$ cat config.mk
export PLATFORM = sky130hd
export DESIGN_NAME = qsub_pipe
export DESIGN_NICKNAME = d
export VERILOG_FILES = /design/src/rtl/qsub_pkg.sv /design/src/rtl/qsub_sat_trunc.sv /design/src/rtl/qsub_pipe.sv
export SDC_FILE = /design/constraint.sdc
export NUM_CORES = 1
export LEC_CHECK = 0
export BUFFER_PORTS_ARGS = -buffer_cell sky130_fd_sc_hd__buf_4
export CORE_UTILIZATION = 35
export CTS_CLUSTER_SIZE = 14
export DETAILED_ROUTE_END_ITERATION = 12
export SETUP_SLACK_MARGIN = 0.5
export SYNTH_ARGS = -nofsm -noshare
export SYNTH_HDL_FRONTEND = slang
export SYNTH_SLANG_ARGS = --single-unit
$ cat constraint.sdc
create_clock -name i_clk -period 1.5 [get_ports i_clk]
set_input_delay 0.225 -clock i_clk [delete_from_list [all_inputs] [get_ports i_clk]]
set_output_delay 0.225 -clock i_clk [all_outputs]
set_load 0.02 [all_outputs]
$ cat src/rtl/qsub_pkg.sv
// Shared sizing helpers and saturation bounds for the qsub/qadd family of
// signed arithmetic blocks.
package qsub_pkg;

    function automatic int max2(input int a, input int b);
        return (a > b) ? a : b;
    endfunction

    // One guard bit above the wider operand makes a +/- of two signed values exact.
    function automatic int calc_fw(input int aw, input int bw);
        return max2(aw, bw) + 1;
    endfunction

    function automatic longint sat_max(input int ow);
        return (64'sd1 <<< (ow - 1)) - 64'sd1;
    endfunction

    function automatic longint sat_min(input int ow);
        return -(64'sd1 <<< (ow - 1));
    endfunction

endpackage

$ cat src/rtl/qsub_sat_trunc.sv
// Combinational signed saturator: narrows an IW-bit value to OW bits,
// clipping to the OW-bit range and flagging when it had to clip.
module sat_trunc
    import qsub_pkg::*;
#(
    parameter int IW = 17,
    parameter int OW = 16
) (
    input  logic signed [IW-1:0] din_i,
    output logic signed [OW-1:0] dout_o,
    output logic                 clip_o
);

    localparam logic signed [IW-1:0] MaxV = IW'(sat_max(OW));
    localparam logic signed [IW-1:0] MinV = IW'(sat_min(OW));

    always_comb begin
        dout_o = din_i[OW-1:0];
        clip_o = 1'b0;
        if (din_i > MaxV) begin
            dout_o = MaxV[OW-1:0];
            clip_o = 1'b1;
        end else if (din_i < MinV) begin
            dout_o = MinV[OW-1:0];
            clip_o = 1'b1;
        end
    end

endmodule

$ cat src/rtl/qsub_pipe.sv
// Two-stage elastic signed subtractor: full-precision difference in stage 1,
// saturation to OWIDTH in stage 2, with a sticky count of clipped results.
module qsub_pipe
    import qsub_pkg::*;
#(
    parameter int AWIDTH = 16,
    parameter int BWIDTH = 16,
    parameter int OWIDTH = 16,
    parameter int CNTW   = 16
) (
    input  logic                     i_clk,
    input  logic                     i_rst,
    input  logic                     i_valid,
    output logic                     o_ready,
    input  logic signed [AWIDTH-1:0] i_a,
    input  logic signed [BWIDTH-1:0] i_b,
    output logic                     o_valid,
    input  logic                     i_ready,
    output logic signed [OWIDTH-1:0] o_diff,
    output logic                     o_sat,
    output logic [CNTW-1:0]          o_sat_cnt
);

    localparam int FW = calc_fw(AWIDTH, BWIDTH);

    logic signed [FW-1:0]     aExt, bExt, diffFull;
    logic signed [OWIDTH-1:0] satDiff;
    logic                     satClip;
    logic                     load1, load2;

    logic                     s1Valid_q, s1Valid_d;
    logic signed [FW-1:0]     s1Diff_q, s1Diff_d;
    logic                     outValid_q, outValid_d;
    logic signed [OWIDTH-1:0] outDiff_q, outDiff_d;
    logic                     outSat_q, outSat_d;
    logic [CNTW-1:0]          satCnt_q, satCnt_d;

    assign aExt     = FW'(i_a);
    assign bExt     = FW'(i_b);
    assign diffFull = aExt - bExt;

    // Stage 2 frees up when empty or draining; stage 1 may then refill behind it.
    assign load2   = !outValid_q || i_ready;
    assign load1   = !s1Valid_q || load2;
    assign o_ready = load1;

    sat_trunc #(
        .IW(FW),
        .OW(OWIDTH)
    ) u_sat (
        .din_i (s1Diff_q),
        .dout_o(satDiff),
        .clip_o(satClip)
    );

    always_comb begin
        s1Valid_d  = s1Valid_q;
        s1Diff_d   = s1Diff_q;
        outValid_d = outValid_q;
        outDiff_d  = outDiff_q;
        outSat_d   = outSat_q;
        satCnt_d   = satCnt_q;

        if (load1) begin
            s1Valid_d = i_valid;
            if (i_valid) s1Diff_d = diffFull;
        end

        if (load2) begin
            outValid_d = s1Valid_q;
            if (s1Valid_q) begin
                outDiff_d = satDiff;
                outSat_d  = satClip;
            end
        end

        // Count clipped results as they leave, sticking at all-ones.
        if (outValid_q && i_ready && outSat_q && (satCnt_q != '1))
            satCnt_d = satCnt_q + CNTW'(1);
    end

    always_ff @(posedge i_clk or posedge i_rst) begin
        if (i_rst) begin
            s1Valid_q  <= 1'b0;
            s1Diff_q   <= '0;
            outValid_q <= 1'b0;
            outDiff_q  <= '0;
            outSat_q   <= 1'b0;
            satCnt_q   <= '0;
        end else begin
            s1Valid_q  <= s1Valid_d;
            s1Diff_q   <= s1Diff_d;
            outValid_q <= outValid_d;
            outDiff_q  <= outDiff_d;
            outSat_q   <= outSat_d;
            satCnt_q   <= satCnt_d;
        end
    end

    assign o_valid   = outValid_q;
    assign o_diff    = outDiff_q;
    assign o_sat     = outSat_q;
    assign o_sat_cnt = satCnt_q;

endmodule

# Word-level counts from Yosys, hierarchy flattened
# Index checks and enable logic that the tools add are counted.
# op_classes
addsub,2
n_lt_le_gt_ge,2
n_eq_ne,1
n_mux,4
reduce_logical,9
# op_table
cell,count
$mux W16,2
$gt A17 B16 Y1 const B,1
$lt A17 B16 Y1 const B,1
$sub A16 B16 Y17,1
$add A16 B1 Y16 const B,1
$ne A16 B16 Y1 const B,1
$reduce_and A2 Y1,2
$logic_and A1 B1 Y1,3
$logic_not A1 Y1,2
$logic_or A1 B1 Y1,2
$mux W1,2
# word_totals
register_bits,52
input_bits,36
out_inout_bits,35
word_cells,24

# Depth between registers and ports, before layout
# Gate-level depths: netlist of the first run.
# depth
ltp_word,4
depth_mapped,9
ltp_nobuf,9

# By module
# From an unflattened synthesis of the first run, not the netlist that was laid out.
# unflattened
hier_cells,361
hier_area_um2,3319.4
# modules_own_cells
mod,n_inst,cells_per_inst,area_per_inst_um2,seq_area_each_um2
qsub_pipe,1,310,3050.4,1301.2
sat_trunc,1,51,269.0,0.0

# Least setup slack after synthesis of the first run
# No wires, ideal clock.
# synth_timing
path_type,input port to flip-flop
from,in i_a[0]
to,reg s1Diff_q[14]
setup_time_ps,126
t_arrival_ps,1786
required_time_ps,1374
setup_slack_ps,-412
path_stages,9
path_buffers,0
cell_sequence,inv_1 > ha_1 > fa_1 > nor2b_1 > o31a_1 > o21ai_1 > o21ai_2 > o211ai_1 > a221o_1
# synth_via
elab_chain_len,1
# synth_rtl
element,line_no,text
start: declaration,qsub_pipe.sv:15,"input logic signed [AWIDTH-1:0] i_a,"
$sub A16 B16 Y17,qsub_pipe.sv:40,assign diffFull = aExt - bExt;
end signal: assignment,qsub_pipe.sv:92,s1Diff_q <= s1Diff_d;
end: declaration,qsub_pipe.sv:32,"logic signed [FW-1:0] s1Diff_q, s1Diff_d;"
# Every way passes these cells.
# A chain may end at the register's enable or synchronous reset.

# Worst setup path in the final report of the first run
# Ends and elaborated chain as after synthesis.

==> flow_results.xml, run 1 <==
<?xml version="1.0" encoding="UTF-8"?>
<metrics>
  <group name="routing">
    <metric name="routed_length_per_placed_instance" unit="um">13.61</metric>
    <metric name="finalWirelength" unit="um">8345</metric>
    <metric name="antenna_left" unit="">0</metric>
    <metric name="via_count" unit="">2972</metric>
    <metric name="drt-pass1-iter-count" unit="">4</metric>
    <metric name="first_iter_violations" unit="">93</metric>
    <metric name="avgViaCountPerCell" unit="">4.848</metric>
    <metric name="total_drc_errors_in_the_routed_layout" unit="">0</metric>
  </group>
  <group name="floorplanning">
    <metric name="design.core.area" unit="sq um">8299</metric>
    <metric name="num_rows" unit="">33</metric>
    <metric name="io_pins" unit="">71</metric>
    <metric name="start_util" unit="">0.3665</metric>
    <metric name="die_w" unit="um">95.22</metric>
    <metric name="die_height" unit="um">95.22</metric>
    <metric name="die_area" unit="sq um">9067</metric>
  </group>
  <group name="clock_tree">
    <metric name="cts_sinks" unit="">52</metric>
    <metric name="insertion_delay" unit="ps">310</metric>
    <metric name="cts-buffers-inserted" unit="">5</metric>
    <metric name="cts_tree" unit="">yes</metric>
    <metric name="path_clk_slew" unit="ps">100</metric>
    <metric name="ctsLongestPathBuffers" unit="">2</metric>
    <metric name="clock_tree.root_cell" unit="">sky130_fd_sc_hd__clkbuf_8</metric>
    <metric name="htree_num_levels" unit="">2</metric>
  </group>
  <group name="run_status">
    <metric name="violated_checks" unit="">negative hold slack, negative setup slack</metric>
    <metric name="outcome" unit="">complete, but fails checks</metric>
  </group>
  <group name="worst_setup_path">
    <metric name="worst-endpoint-required" unit="ps">1690</metric>
    <metric name="critical_path_peak_fanout" unit="">3</metric>
    <metric name="endpoint_kind" unit="">flip-flop</metric>
    <metric name="timing.reg2reg.setup_slack" unit="ps">-100</metric>
    <metric name="crit_path_max_incr_delay" unit="ps">360</metric>
    <metric name="startpoint_type" unit="">input pin</metric>
    <metric name="timing.critical_path.cells" unit="">buf_8, inv_8, ha_4, fa_2, nor2b_2, o31a_1, o21ai_2, o21ai_2, o211ai_1, a221o_1</metric>
    <metric name="crit_path_frequent_cell" unit="">sky130_fd_sc_hd__o21ai_2</metric>
    <metric name="crit_slowest_cell" unit="">sky130_fd_sc_hd__fa_2</metric>
    <metric name="timing.setup.critical_path_class" unit="">in -&gt; reg</metric>
    <metric name="cp_arrival" unit="ps">1800</metric>
  </group>
  <group name="sta">
    <metric name="slew_headroom" unit="">0.6878</metric>
    <metric name="fin_ws" unit="ps">-104.8</metric>
    <metric name="fin_crit_sh" unit="">1.070</metric>
    <metric name="fmax" unit="GHz">0.6231</metric>
    <metric name="maxSlewViolCount" unit="">0</metric>
    <metric name="final_hold_viol_count" unit="">18</metric>
    <metric name="grt_setup_unrepaired" unit="">true</metric>
    <metric name="worst_slew_pin_slew" unit="ps">467.4</metric>
    <metric name="setup_viol" unit="">16</metric>
    <metric name="timing.final.crit_period" unit="ps">1605</metric>
    <metric name="worst_clock_skew" unit="ps">9.766</metric>
    <metric name="final.hold.worst_slack" unit="ps">-73.47</metric>
  </group>
  <group name="placed_design">
    <metric name="place_congestion" unit="">0.8095</metric>
    <metric name="hpwlAfterDp" unit="um">5408</metric>
    <metric name="numPortBuffers" unit="">70</metric>
    <metric name="dpl-instance-area" unit="sq um">4254</metric>
    <metric name="detailedPlace.worstSlack" unit="ps">-516.0</metric>
  </group>
  <group name="synth">
    <metric name="number_of_synthesized_flops_with_an_enable_pin" unit="">0</metric>
    <metric name="synth.yosys.warnings" unit="">0</metric>
    <metric name="synth_seq_cells" unit="">52</metric>
    <metric name="postSynthAreaPerCell" unit="sq um">9.388</metric>
    <metric name="mapped_cells" unit="">324</metric>
    <metric name="netlist_area" unit="sq um">3042</metric>
    <metric name="asyncSetResetFlopFracSynth" unit="">1.000</metric>
    <metric name="ys_types" unit="">51</metric>
    <metric name="synth_sequential_area_ratio" unit="">0.4278</metric>
    <metric name="postSynth.topFlopCell" unit="">sky130_fd_sc_hd__dfrtp_1</metric>
    <metric name="syn_nets" unit="">378</metric>
  </group>
  <group name="global_routing">
    <metric name="grt_max_degree" unit="">33</metric>
    <metric name="grt_first_pass_wirelength" unit="um">12240</metric>
    <metric name="globalRouteTotalUtil" unit="">0.1707</metric>
    <metric name="grt_antenna_before_repair" unit="">0</metric>
    <metric name="first_global_vias" unit="">2756</metric>
    <metric name="congestion_overflow_gr" unit="">0</metric>
  </group>
  <group name="cells_and_area">
    <metric name="postLayoutCellArea" unit="sq um">5632</metric>
    <metric name="area_growth_syn_to_layout" unit="%">85.15</metric>
    <metric name="antenna-diode-count" unit="">0</metric>
    <metric name="nets_final" unit="">561</metric>
    <metric name="drive_gt1_frac" unit="">0.6280</metric>
  </group>
  <group name="min_path">
    <metric name="worstHoldPathType" unit="">in -&gt; async</metric>
  </group>
  <group name="power_and_ir_drop">
    <metric name="pwr_density_cell" unit="nW/um^2">1029</metric>
    <metric name="power_leakage" unit="nW">2.625</metric>
    <metric name="totalPowerFinal" unit="W">0.005793</metric>
    <metric name="worst_ir_drop_vdd" unit="mV">0.4888</metric>
  </group>
  <group name="flow_run">
    <metric name="max-cap-violations" unit="">0</metric>
  </group>
</metrics>
[layout make-up]
type,instances,area [sq um]
repair buffers,189,1792
fillers,593,2668
clock buffers,8,100.1
inverters,23,105.1
well taps,105,131.4
flip-flops and latches,52,1323
multi-input cells,236,2181
[report_power, final]
group          leakage (nW)  total [W]  switching [W]  internal, W
Sequential            0.625    0.00199       0.000267      0.00172
Combinational          1.95    0.00294        0.00131      0.00164
Clock                0.0515   0.000865       0.000443     0.000422
Total                  2.62    0.00579        0.00202      0.00378
[layer usage]
layer,GRT usage,share of wire
met2,0.2857,0.53
met1,0.2242,0.43
met3,0.02871,0.032
met4,0.05303,0.0093
met5,0,0
[timing repair]
item	4_1_cts	5_1_grt
endpoints found under the setup margin	85	86
gates resized for setup	109	84
pin swaps	48	45
gates cloned	1	6
setup buffers	27	28
hold endpoints to repair	18	18
[cell usage in the layout, fill, tap and decap left out, types with 10 or more instances in the layout]
cell type                 Yosys  layout
sky130_fd_sc_hd__nand2_1     39      14
sky130_fd_sc_hd__dfrtp_2      0      17
sky130_fd_sc_hd__nand2_2      0      10
sky130_fd_sc_hd__inv_1       23      18
sky130_fd_sc_hd__buf_6        2      72
sky130_fd_sc_hd__o21ai_2      3      17
sky130_fd_sc_hd__nand2_4      0      13
sky130_fd_sc_hd__o21ai_1      3      29
sky130_fd_sc_hd__xnor2_1     14      12
sky130_fd_sc_hd__dfrtp_1     52      35
sky130_fd_sc_hd__nor2_1      13      10
sky130_fd_sc_hd__buf_4        0     110
[cells by family after synthesis]
group | after synthesis | share of synthesized area
AOI/OAI and AO/OA | 92 | 0.2011
xor gates and xnor gates | 23 | 0.06623
adders and majority gates | 18 | 0.07651
buffers and inverters | 36 | 0.05059
DFF | 52 | 0.4278
muxes | 2 | 0.007404
and+or+nand+nor | 101 | 0.1703
[cell usage after synthesis (all sizes together), types with 3 or more instances]
library cell	count	area share
a211oi	3	0.0074
a21o	3	0.0074
a21oi	12	0.028
and3	4	0.0099
buf	4	0.011
clkbuf	9	0.012
dfrtp	52	0.43
ha	17	0.070
inv	23	0.028
nand2	39	0.048
nand2b	10	0.021
nand3	11	0.020
nand4	9	0.019
nor2	13	0.016
nor2b	4	0.0082
nor3	3	0.0049
o21a	4	0.0099
o21ai	54	0.093
xnor2	14	0.040
xor2	9	0.026
[path summary, 6_finish.rpt]
kind / end / from / depth (start not counted)
max in group asynchronous: s1Diff_q[16]$_DFFE_PP0P_ / i_rst / 3
setup / recovery: s1Diff_q[14]$_DFFE_PP0P_ / i_a[0] / 10
hold reg to reg: s1Diff_q[8]$_DFFE_PP0P_ / s1Diff_q[8]$_DFFE_PP0P_ / 2
min in group i_clk: s1Valid_q$_DFFE_PP0N_ / i_valid / 2
setup reg to reg: o_sat_cnt[1]$_DFFE_PP0P_ / o_sat_cnt[13]$_DFFE_PP0P_ / 6
hold / removal: o_diff[14]$_DFFE_PP0P_ / i_rst / 2
[through the flow]
stage	std cells	utilization	setup TNS, ps
6_report	613	0.6786	-950.9
3_5_place_dp	543	0.5126	-4599
3_3_place_gp	543	0.5126	-4318
4_1_cts	579	0.5963	-578.5
5_1_grt	613	0.6786	-2263
2_1_floorplan	324	-	-1989
[registers in the layout, indices dropped and copies added, names as in the netlist]
name / flops
s1Diff_q: 17
o_diff: 16
o_sat_cnt: 16
o_sat: 1
o_valid: 1
s1Valid_q: 1
[critical path: cells and delay by family]
family,cells,cell delay (ps)
compound gates,5,810
buf+inv,2,110
simple gates,1,140
fa+ha+maj,2,510
No activity file was read; power rests on OpenSTA's default activity.
==> run 2, diff against run 1 <==
Settings changed: SYNTH_HIERARCHICAL set to 1.
==> flow_results.xml, run 2 <==
<?xml version="1.0" encoding="UTF-8"?>
<metrics>
  <group name="power_and_ir_drop">
    <metric name="internal-power" unit="W">0.004581</metric>
    <metric name="power.clock.fraction" unit="">0.116</metric>
    <metric name="power_leakage" unit="nW">2.745</metric>
    <metric name="p_seq_frac" unit="">0.317</metric>
    <metric name="pwr_density_cell" unit="nW/um^2">1169</metric>
    <metric name="netSwitchingPower" unit="W">0.002608</metric>
    <metric name="swShare" unit="">0.3628</metric>
    <metric name="pwr-share-comb" unit="">0.567</metric>
    <metric name="worst_ir_drop_vdd" unit="mV">0.5951</metric>
  </group>
  <group name="cells_and_area">
    <metric name="drive_gt1_frac" unit="">0.6262</metric>
    <metric name="nets_final" unit="">596</metric>
    <metric name="layout_commonest_cell" unit="">sky130_fd_sc_hd__buf_4</metric>
    <metric name="finish.utilization" unit="">0.6684</metric>
    <metric name="registers.top_by_ff_count" unit="">s1Diff_q</metric>
    <metric name="multi_input_comb_area" unit="sq um">2569</metric>
    <metric name="largest_register_ffs" unit="">17</metric>
    <metric name="postLayoutCellArea" unit="sq um">6147</metric>
    <metric name="layout.filler_cells" unit="">700</metric>
    <metric name="final_cell_mix" unit="">sky130_fd_sc_hd__buf_4 (101), sky130_fd_sc_hd__buf_6 (70), sky130_fd_sc_hd__dfrtp_1 (33)</metric>
    <metric name="area_growth_syn_to_layout" unit="%">85.19</metric>
    <metric name="area.sequential" unit="sq um">1330</metric>
    <metric name="final_cell_count_without_fillers" unit="">654</metric>
    <metric name="antenna-diode-count" unit="">0</metric>
  </group>
  <group name="global_routing">
    <metric name="grt_antenna_before_repair" unit="">0</metric>
    <metric name="grt_first_pass_wirelength" unit="um">16080</metric>
    <metric name="congestion_overflow_gr" unit="">0</metric>
    <metric name="first_global_vias" unit="">3387</metric>
    <metric name="grt_max_degree" unit="">39</metric>
    <metric name="globalRouteTotalUtil" unit="">0.2021</metric>
  </group>
  <group name="synth">
    <metric name="synth_sequential_area_ratio" unit="">0.3920</metric>
    <metric name="ys_types" unit="">52</metric>
    <metric name="syn_nets" unit="">415</metric>
    <metric name="most_repeated_cell_in_the_gate_level_netlist_after_synthesis" unit="">sky130_fd_sc_hd__dfrtp_1</metric>
    <metric name="mapped_cells" unit="">361</metric>
    <metric name="synth_largest_area_cell" unit="">sky130_fd_sc_hd__dfrtp_1</metric>
    <metric name="asyncSetResetFlopFracSynth" unit="">1.000</metric>
    <metric name="synth.yosys.warnings" unit="">6</metric>
    <metric name="postSynthAreaPerCell" unit="sq um">9.195</metric>
    <metric name="netlist_area" unit="sq um">3319</metric>
    <metric name="post_synth_main_area_contributors" unit="">sky130_fd_sc_hd__dfrtp_1 (39%), sky130_fd_sc_hd__ha_1 (6.4%), sky130_fd_sc_hd__mux2_2 (6.1%), sky130_fd_sc_hd__nand2_1 (5.0%), sky130_fd_sc_hd__nor2_1 (3.4%)</metric>
    <metric name="number_of_synthesized_flops_with_an_enable_pin" unit="">0</metric>
    <metric name="synth_seq_cells" unit="">52</metric>
    <metric name="postSynth.topFlopCell" unit="">sky130_fd_sc_hd__dfrtp_1</metric>
    <metric name="yosysTopAreaCellShare" unit="">0.3920</metric>
    <metric name="synth.cells.most_frequent" unit="">sky130_fd_sc_hd__dfrtp_1 (52), sky130_fd_sc_hd__nand2_1 (44), sky130_fd_sc_hd__nor2_1 (30), sky130_fd_sc_hd__inv_1 (21), sky130_fd_sc_hd__a21oi_1 (19)</metric>
  </group>
  <group name="floorplanning">
    <metric name="io_pins" unit="">71</metric>
    <metric name="num_rows" unit="">35</metric>
    <metric name="die_height" unit="um">99.39</metric>
    <metric name="design.core.area" unit="sq um">9196</metric>
    <metric name="die_w" unit="um">99.39</metric>
    <metric name="start_util" unit="">0.3610</metric>
    <metric name="die_area" unit="sq um">9877</metric>
  </group>
  <group name="worst_setup_path">
    <metric name="cp_arrival" unit="ps">1810</metric>
    <metric name="timing.rr.start" unit="">o_sat_cnt[5]$_DFFE_PP0P_</metric>
    <metric name="timing.reg2reg.setup_slack" unit="ps">-80</metric>
    <metric name="endpoint_kind" unit="">flip-flop</metric>
    <metric name="reg2reg_to" unit="">o_sat_cnt[10]$_DFFE_PP0P_</metric>
    <metric name="worst-endpoint-required" unit="ps">1720</metric>
    <metric name="reg2reg_depth" unit="">5</metric>
    <metric name="critical_path_peak_fanout" unit="">4</metric>
    <metric name="startpoint_type" unit="">flip-flop</metric>
    <metric name="timing.setup.critical_path_class" unit="">reg -&gt; reg</metric>
  </group>
  <group name="routing">
    <metric name="antenna_left" unit="">0</metric>
    <metric name="routed_length_per_placed_instance" unit="um">14.85</metric>
    <metric name="finalWirelength" unit="um">9715</metric>
    <metric name="via_count" unit="">3318</metric>
    <metric name="first_iter_violations" unit="">119</metric>
    <metric name="drt-pass1-iter-count" unit="">4</metric>
    <metric name="avgViaCountPerCell" unit="">5.073</metric>
    <metric name="total_drc_errors_in_the_routed_layout" unit="">0</metric>
  </group>
  <group name="run_status">
    <metric name="outcome" unit="">complete, but fails checks</metric>
    <metric name="violated_checks" unit="">negative setup slack</metric>
  </group>
  <group name="clock_tree">
    <metric name="insertion_delay" unit="ps">300</metric>
    <metric name="clock_tree.root_cell" unit="">sky130_fd_sc_hd__clkbuf_8</metric>
    <metric name="htree_num_levels" unit="">2</metric>
    <metric name="cts_sinks" unit="">52</metric>
    <metric name="path_clk_slew" unit="ps">90</metric>
    <metric name="cts-buffers-inserted" unit="">5</metric>
    <metric name="ctsLongestPathBuffers" unit="">2</metric>
    <metric name="cts_tree" unit="">yes</metric>
  </group>
  <group name="min_path">
    <metric name="worst_hold_startpoint" unit="">i_b[0]</metric>
    <metric name="worstHoldPathType" unit="">in -&gt; reg</metric>
    <metric name="whs_endpoint" unit="">s1Diff_q[0]$_DFFE_PP0P_</metric>
    <metric name="worstHoldPathCells" unit="">3</metric>
  </group>
  <group name="sta">
    <metric name="worst_slew_pin_slew" unit="ps">392.4</metric>
    <metric name="fin_ws" unit="ps">-84.09</metric>
    <metric name="worst_clock_skew" unit="ps">4.948</metric>
    <metric name="grt_setup_unrepaired" unit="">true</metric>
    <metric name="fmax" unit="GHz">0.6313</metric>
    <metric name="final.hold.worst_slack" unit="ps">194.1</metric>
    <metric name="final_hold_viol_count" unit="">0</metric>
    <metric name="fin_crit_sh" unit="">1.056</metric>
    <metric name="maxSlewViolCount" unit="">0</metric>
    <metric name="timing.final.crit_period" unit="ps">1584</metric>
    <metric name="slew_headroom" unit="">0.7384</metric>
    <metric name="setup_viol" unit="">14</metric>
  </group>
  <group name="placed_design">
    <metric name="hpwlAfterDp" unit="um">6195</metric>
    <metric name="dpl-instance-area" unit="sq um">4726</metric>
    <metric name="numPortBuffers" unit="">70</metric>
    <metric name="place_congestion" unit="">0.8285</metric>
    <metric name="dp.cells" unit="">580</metric>
  </group>
  <group name="flow_run">
    <metric name="max-cap-violations" unit="">0</metric>
  </group>
</metrics>
[run 2: changes by cell type in the layout (fill, tap and decap cells not counted), sizes merged, moves of 4 or more]
cell / before / now
a31oi: 1 / 5
o21ai: 54 / 34
nor2: 13 / 34
a21oi: 12 / 19
clkbuf: 12 / 8
xnor2: 14 / 10
nand2b: 10 / 6
mux2: 2 / 18
nand2: 39 / 46
[run 2: kinds of logic after synthesis]
| family | count (synthesis) | share of synthesized area |
|---|---|---|
| DFF | 52 | 0.3920 |
| xor gates and xnor gates | 22 | 0.05805 |
| and+or+nand+nor | 127 | 0.1832 |
| AOI/OAI and AO/OA | 87 | 0.1768 |
| adders and majority gates | 18 | 0.07011 |
| muxes | 19 | 0.06408 |
| buffers and inverters | 36 | 0.05578 |
[run 2: power groups by stage]
stage	registers (W)	logic, W	clock network (W)
finish	0.00228	0.00407	0.000834
global route	0.00234	0.00433	0.000907
detailed placement	0.00226	0.00261	0
CTS	0.00226	0.00363	0.000853
global placement	0.00225	0.00256	0
floorplan	0.00249	0.00140	0
[run 2: layout make-up]
class | instances | area share
multi-input combinational | 275 | 0.4179
inverter | 21 | 0.02076
clock buffer | 8 | 0.01465
timing repair buffer | 187 | 0.3078
tap | 111 | 0.02259
sequential | 52 | 0.2164
[run 2: worst max-delay path, stage by stage (launching register included)]
cell and delay, ps:
sky130_fd_sc_hd__dfrtp_2 400, sky130_fd_sc_hd__nand4_4 130, sky130_fd_sc_hd__or2_4 270, sky130_fd_sc_hd__or3_4 460
sky130_fd_sc_hd__nor2_4 100, sky130_fd_sc_hd__xor2_1 140
[run 2: stage by stage]
stage	setup slack (ps)	total power, W	TNS [ps]
after floorplan	-257.0	0.003892	-790.6
after global placement	-383.7	0.004806	-2649
after detailed placement	-451.5	0.004869	-3086
after CTS	-40.88	0.006751	-118.6
after global routing	-142.2	0.007577	-1578
final	-84.09	0.007188	-513.2
[run 2: routing by layer]
layer  global-route usage  wire (um)
met1               0.2399       3991
met2               0.3868       5325
met3              0.02249        253
met4              0.04864        144
met5                    0          0
[run 2: worst max-delay path by stage]
| stage | start | to | slack, ps |
|---|---|---|---|
| floorplan | i_b[7] | s1Diff_q[13]$_DFFE_PP0P_ | -260 |
| global placement | i_b[7] | s1Diff_q[13]$_DFFE_PP0P_ | -380 |
| detailed placement | i_a[0] | s1Diff_q[14]$_DFFE_PP0P_ | -450 |
| CTS | o_sat_cnt[5]$_DFFE_PP0P_ | o_sat_cnt[11]$_DFFE_PP0P_ | -40 |
| global route | o_sat_cnt[5]$_DFFE_PP0P_ | o_sat_cnt[11]$_DFFE_PP0P_ | -140 |
| finish | o_sat_cnt[5]$_DFFE_PP0P_ | o_sat_cnt[10]$_DFFE_PP0P_ | -80 |
[run 2: repair_timing]
item / CTS / global route
buffers inserted: 33 / 24
setup endpoints to repair: 86 / 124
endpoints found under the hold margin: 14 / 0
gates cloned: 8 / 0
pin swaps: 42 / 25
hold buffers: 1 / 0
gates resized for setup: 127 / 41
